[src/rtl/regfile_scoreboard.sv]
// Parametrised register file with N combinational read ports, optional write-through
// bypass and a per-register pending scoreboard for read-after-write hazard detection.
module regfile_scoreboard #(
    parameter int DATA_WIDTH = 32,
    parameter int ADDR_WIDTH = 5,
    parameter int NUM_READ   = 2,
    parameter int BYPASS     = 1
) (
    input  logic                           clock,
    input  logic                           reset,
    input  logic                           ctrl_writeEnable,
    input  logic [ADDR_WIDTH-1:0]          ctrl_writeReg,
    input  logic [DATA_WIDTH-1:0]          data_writeReg,
    input  logic                           ctrl_setPending,
    input  logic [ADDR_WIDTH-1:0]          ctrl_pendingReg,
    input  logic [NUM_READ*ADDR_WIDTH-1:0] ctrl_readReg,
    output logic [NUM_READ*DATA_WIDTH-1:0] data_readReg,
    output logic [NUM_READ-1:0]            data_readPending,
    output logic                           anyPending
);

    localparam int DEPTH = 2 ** ADDR_WIDTH;

    logic [DATA_WIDTH-1:0] regs [DEPTH];
    logic [DEPTH-1:0]      pending;
    logic [DEPTH-1:0]      set_vec;
    logic [DEPTH-1:0]      clr_vec;
    logic                  wr_en;
    logic                  set_en;
    logic [ADDR_WIDTH-1:0] rd_idx;

    // Register 0 is never a legal target for writes or pending marks.
    assign wr_en  = ctrl_writeEnable && (ctrl_writeReg != '0);
    assign set_en = ctrl_setPending && (ctrl_pendingReg != '0);

    assign set_vec = set_en ? (DEPTH'(1) << ctrl_pendingReg) : '0;
    assign clr_vec = wr_en  ? (DEPTH'(1) << ctrl_writeReg)   : '0;

    always_ff @(posedge clock or posedge reset) begin
        if (reset) begin
            for (int i = 0; i < DEPTH; i++) begin
                regs[i] <= '0;
            end
        end else if (wr_en) begin
            regs[ctrl_writeReg] <= data_writeReg;
        end
    end

    // Set is applied after clear so a newly issued producer keeps the register busy.
    always_ff @(posedge clock or posedge reset) begin
        if (reset) begin
            pending <= '0;
        end else begin
            pending <= (pending & ~clr_vec) | set_vec;
        end
    end

    always_comb begin
        data_readReg     = '0;
        data_readPending = '0;
        rd_idx           = '0;
        if (!reset) begin
            for (int p = 0; p < NUM_READ; p++) begin
                rd_idx = ctrl_readReg[p*ADDR_WIDTH +: ADDR_WIDTH];
                if ((BYPASS != 0) && wr_en && (rd_idx == ctrl_writeReg)) begin
                    // In-flight write resolves the hazard unless a new producer claims it now.
                    data_readReg[p*DATA_WIDTH +: DATA_WIDTH] = data_writeReg;
                    data_readPending[p] = (set_en && (ctrl_pendingReg == rd_idx)) ?
                                          pending[rd_idx] : 1'b0;
                end else if (rd_idx != '0) begin
                    data_readReg[p*DATA_WIDTH +: DATA_WIDTH] = regs[rd_idx];
                    data_readPending[p] = pending[rd_idx];
                end
            end
        end
    end

    assign anyPending = (|pending) && !reset;

endmodule

[config.mk]
export PLATFORM = sky130hd
export DESIGN_NAME = regfile_scoreboard
export DESIGN_NICKNAME = d
export VERILOG_FILES = /design/src/rtl/regfile_scoreboard.sv
export SDC_FILE = /design/constraint.sdc
export NUM_CORES = 2
export LEC_CHECK = 0
export BUFFER_PORTS_ARGS = -buffer_cell sky130_fd_sc_hd__buf_2
export CORE_MARGIN = 5
export CORE_UTILIZATION = 57
export DETAILED_ROUTE_END_ITERATION = 8
export HOLD_SLACK_MARGIN = 0.06
export PLACE_DENSITY = 0.76
export SETUP_SLACK_MARGIN = 0.4
export SLEW_MARGIN = 10
export SYNTH_ARGS = -nofsm -noshare
export SYNTH_HDL_FRONTEND = slang
export SYNTH_SLANG_ARGS = --single-unit
[constraint.sdc]
create_clock -name clock -period 35.9 [get_ports clock]
set_clock_uncertainty 0.15 [all_clocks]
set_input_delay 3.59 -clock clock [delete_from_list [all_inputs] [get_ports clock]]
set_output_delay 3.59 -clock clock [all_outputs]
set_load 0.02 [all_outputs]
# After elaboration in Yosys (flattened, before gate mapping)
# Cells that the tools add are included.
[totals]
mem_bits_rw = 0
latchBits = 0
mem_bits_ro = 0
ff_bits = 1056
output_inout_bits = 67
memories = 0
[classes]
magnitude_cmp = 6
multipliers = 0
reduce_logical = 14
muxes = 27
n_shift = 2
n_addsub = 0
div = 0
n_bitwise = 6
n_eq_ne = 4
[op_table]
columns = ["cell", "count"]
rows = [
  ["1024-bit bitwise mux", 1],
  ["32-bit two-way mux", 11],
  ["32-bit binary-select mux with 5-bit select", 2],
  ["32-bit demux with 5-bit select", 1],
  ["64-bit two-way mux", 1],
  ["1-bit by 5-bit << shifter with 32-bit output, first input constant", 2],
  ["32-bit bitwise AND", 1],
  ["32-bit NOT", 1],
  ["32-bit OR", 1],
  ["32-bit OR reduction", 1],
  ["5-bit equality test", 4],
  ["5-bit nonzero test", 4],
  ["6-bit >= comparator, second input constant", 3],
  ["5-bit NOT with 6-bit output", 3],
  ["5-bit by 6-bit < comparator with 1-bit output, second input constant", 2],
  ["1-bit binary-select mux with 5-bit select", 2],
  ["1-bit logical AND", 8],
  ["1-bit two-way mux", 8],
  ["6-bit by 1-bit < comparator with 1-bit output, second input constant", 1],
  ["2-bit two-way mux", 1],
  ["1-bit zero test", 1],
]

# Longest topological paths before layout
[depth]
depth_word = 7
ltp_mapped = 10
ltp_nobuf = 5

# Worst setup path after synthesis
# No wires, ideal clock.
[synth_timing]
path_kind = "in2out"
from = "in reset"
to = "out data_readReg[53]"
arrival_time_ps = 29154
stages = 6
required_time_ps = 32160
path_slack_ps = 3006
cell_sequence = "clkbuf_1 -> inv_1 -> o211ai_1 -> clkbuf_1 -> nor3_1 -> a211o_1"
[synth_between]
elab_chain_cells = 1
[synth_rtl]
columns = ["item", "line_no", "text"]
rows = [
  ["from (decl)", "10", "input logic reset,"],
  ["64-bit two-way mux", "62", "if (!reset) begin"],
  ["to (decl)", "17", "output logic [NUM_READ*DATA_WIDTH-1:0] data_readReg,"],
]
# No other way between the ends.

# Worst setup path after layout
[layout_timing]
from = "in ctrl_readReg[0]"
to = "out data_readReg[28]"
[layout_between]
elab_chain_cells = 7
word_cells_on_any_way = 10
[layout_rtl]
columns = ["item", "line_no", "text"]
rows = [
  ["from (decl)", "16", "input logic [NUM_READ*ADDR_WIDTH-1:0] ctrl_readReg,"],
  ["5-bit NOT with 6-bit output (implied by the code)", "71", "data_readReg[p*DATA_WIDTH +: DATA_WIDTH] = regs[rd_idx];"],
  ["32-bit binary-select mux with 5-bit select", "71", ""],
  ["32-bit two-way mux (implied by the code) (2 in a row)", "71", ""],
  ["32-bit two-way mux", "70", "end else if (rd_idx != '0) begin"],
  ["32-bit two-way mux *", "65", "if ((BYPASS != 0) && wr_en && (rd_idx == ctrl_writeReg)) begin"],
  ["64-bit two-way mux *", "62", ""],
]
# Every way passes the cells marked *; elsewhere a longest branch is shown, timed or not. The select of a mux whose other input is x is not followed.

==> metrics.md <==
| Metric | Value |
|---|---|
| Drt first-iter violations | `4829` |
| Synth cell types | `55` |
| Max-cap viol count | `0` |
| Root buf cell | `clkbuf_16` |
| Syn_nets | `around 4000` |
| Largest net degree at the start of global routing | `roughly 180` |
| DR pass1 iterations | `6` |
| CTS H-tree depth | `3` |
| Register bit total from synthesis | `1056` |
| CTS Buf Count | `110` |
| Post-route DRC | `0` |
| Worst slack, placed | `between 20 and 25 ns` |
| Chip width | `326.3 µm` |
| Worst min-delay path category | `reg2reg` |
| Fraction of layout cells with a size suffix above 1 | `45.06%` |
| Port Buffers | `122` |
| Min Tclk post-route | `~11 ns` |
| Core Box Area | `99710 µm²` |
| Largest area contributor in the netlist | `dfrtp_1` |
| Ys flop type | `dfrtp_1` |
| Post-Syn Area | `57020 µm²` |
| CP max stage cell | `buf_4` |
| Power Density | `about 57 nW/µm²` |
| Synthesized area per cell | `about 15 µm²` |
| Clock slew at reported path FFs | `0.06 ns` |
| Most frequent cell on the critical path | `buf_4` |
| Setup_tns | `0 ns` |
| Starting Density | `57.19%` |
| GRT Total Usage | `33.11%` |
| P_leak | `27.24 nW` |
| Total Wirelength | `177700 µm` |
| DR WL/cell | `34.30 µm` |
| Hold Crit Depth | `0` |
| Final setup viols | `0` |
| Reg2Reg Depth | `1` |
| Final period utilization | `32.02%` |
| Async SR Flop Fraction | `100.0%` |
| Max incr delay on CP | `0.96 ns` |
| Post-cts resize count | `0` |
| Share of the synthesized area in the top cell type | `between 40% and 50%` |
| Sequential area share after synthesis | `46.34%` |
| Die Area | `106500 µm²` |
| Vias in the first global route | `38650` |
| DR vias | `approximately 39000` |
| Detailed Place HPWL | `97270 µm` |
| Clock sink count | `1056` |
| Critical path required time | `32.16 ns` |
| Fin nets | `about 3800` |
| Die Y | `about 330 µm` |
| Hold Fails Final Rpt | `0` |
| Final worst slack | `24.41 ns` |
| I/O pin count | `123` |
| GP Congestion | `0.8301` |
| Critical Path Fanout Max | `67` |
| Detail Route Antenna Nets | `0` |
| Power after layout | `around 3.5 mW` |
| Slew HR | `22.31%` |
| Via density | `7.446` |
| Mapped Cells | `roughly 4000` |
| RSZ-0062 raised after global routing | `false` |
| Final hold slack | `0.2465 ns` |
| First-pass GRT wire length | `263800 µm` |
| Worst-Margin Slew | `1.163 ns` |
| GRT overflow | `0` |
| Critical path data arrival time | `7.75 ns` |
| Status | `completed` |
| Yosys warnings | `0` |
| CP Class | `in2out` |
| Number of flops mapped to enable cells by yosys | `0` |
| Rows | `116` |
| Cell Chain, Critical Path | `buf_8 -> buf_4 -> buf_4 -> mux4_2 -> mux2_2 -> a221o_1 -> a32o_1 -> buf_2` |
| Slew Limit Fails | `0` |
| Max clock buf depth | `3` |
| Area growth syn-to-layout | `8.755%` |
| Final instance area | `62020 µm²` |
| Crit path capture type | `output pin` |
| Clk Latency, worst-skew pair | `0.71 ns` |
| Worst vdd ir | `0.00004684 V` |
| Fmax | `~87 MHz` |
| Top post-synthesis cells by area | `dfrtp_1 (46%), mux2_2 (17%), mux4_2 (17%), mux2i_1 (4.7%), mux2_1 (2.3%)` |
| Post-CTS setup buffers | `0` |
| CTS tree | `done` |
| Startpoint Class | `primary input` |
| Post-CTS Hold Fix Bufs | `0` |
| Cell Area, Placed | `58130 µm²` |
| Initial antenna violation count | `7` |
[power by group]
group          leakage [nW]  switching [mW]  total, mW  internal [mW]
clock                  1.90           0.495       1.23          0.730
combinational          11.8           0.290      0.690          0.400
sequential             13.5           0.177       1.60           1.42
[metal layers]
| metal | vias to the layer above | track usage, % | wire length (µm) | part of all wire (%) |
|---|---|---|---|---|
| met5 | - | 0 | 0 | 0 |
| met4 | 0 | 14.25 | 8780 | 4.9 |
| met3 | 534 | 9.024 | 19700 | 11 |
| met2 | 2437 | 48.62 | 78440 | 44 |
| met1 | 20610 | 47.10 | 70740 | 40 |
| li1 | 14980 | - | - | - |
[final timing paths]
check                                 from                to  slack [ns]
setup / recovery           ctrl_readReg[0]  data_readReg[28]       24.41
hold / removal                   regs[994]         regs[994]        0.25
setup reg to reg                 regs[923]         regs[923]       34.90
hold reg to reg                  regs[994]         regs[994]        0.25
max in group asynchronous            reset         regs[454]       29.48
min in group asynchronous            reset         regs[191]        3.00
[cell type report]
class | count | area (µm²)
antenna | 4 | 10.01
timing repair buffer | 203 | 1311
tap | 1298 | 1624
fill | 7246 | 37690
clock buffer | 161 | 3267
clock inverter | 43 | 614.3
multi-input combinational | 2409 | 28740
inverter | 5 | 28.78
sequential | 1056 | 26430
[cell usage after synthesis, drive strengths merged, types with 2 or more instances]
cell	number
or3	9
inv	5
nand3b	8
mux2i	269
nand2b	4
o221ai	46
nand4	3
nand2	71
nor3	11
a211o	35
nor2	25
and3	2
nor4	11
clkbuf	294
or3b	2
nor3b	17
xor2	2
mux4	427
xnor2	18
dfrtp	1056
a22oi	63
nor2b	22
a22o	14
a221o	31
buf	164
a221oi	53
a211oi	51
mux2	997
o21bai	15
a2111oi	5
a21oi	51
a32o	31
nand3	12
o21ai	64
and2	22
o22ai	5
or2	5
[sequential cells by signal, indices dropped and copies added, names as in the netlist]
| signal | count |
|---|---|
| regs | 1024 |
| pending | 32 |
[per-stage QoR]
stage                     cells  utilization, %
after CTS                  5175           62.19
after global placement     4971           58.29
final                      5179           62.20
after floorplan            3928               -
after global routing       5176           62.19
after detailed placement   4971           58.29
[cell usage in the layout (no fill, tap or decap), types with 35 or more instances in the layout]
master / count
a221oi_1: 53
buf_2: 115
o221ai_1: 46
a21oi_1: 51
a22oi_1: 63
dfrtp_1: 1056
clkbuf_16: 112
mux2_1: 115
nand2_1: 56
a211o_1: 35
o21ai_0: 52
mux2_2: 882
a211oi_1: 51
mux2i_1: 269
buf_4: 79
mux4_2: 427
[critical path: cells and delay by family]
kind / cells / cell delay (ns)
mux: 2 / 0.88
compound gates: 2 / 0.65
buf+inv: 4 / 2.49
[logic make-up (layout without fill, tap and decap cells)]
group | Yosys count | count (layout) | synth area share (%)
muxes | 1693 | 1693 | 41.27
DFF | 1056 | 1056 | 46.34
AOI/OAI and AO/OA | 471 | 471 | 6.308
buffers and inverters | 463 | 412 | 3.697
and+or+nand+nor | 225 | 225 | 2.073
xor gates and xnor gates | 20 | 20 | 0.3072
other | 0 | 4 | 0
Power figures use the tool's default switching activity.
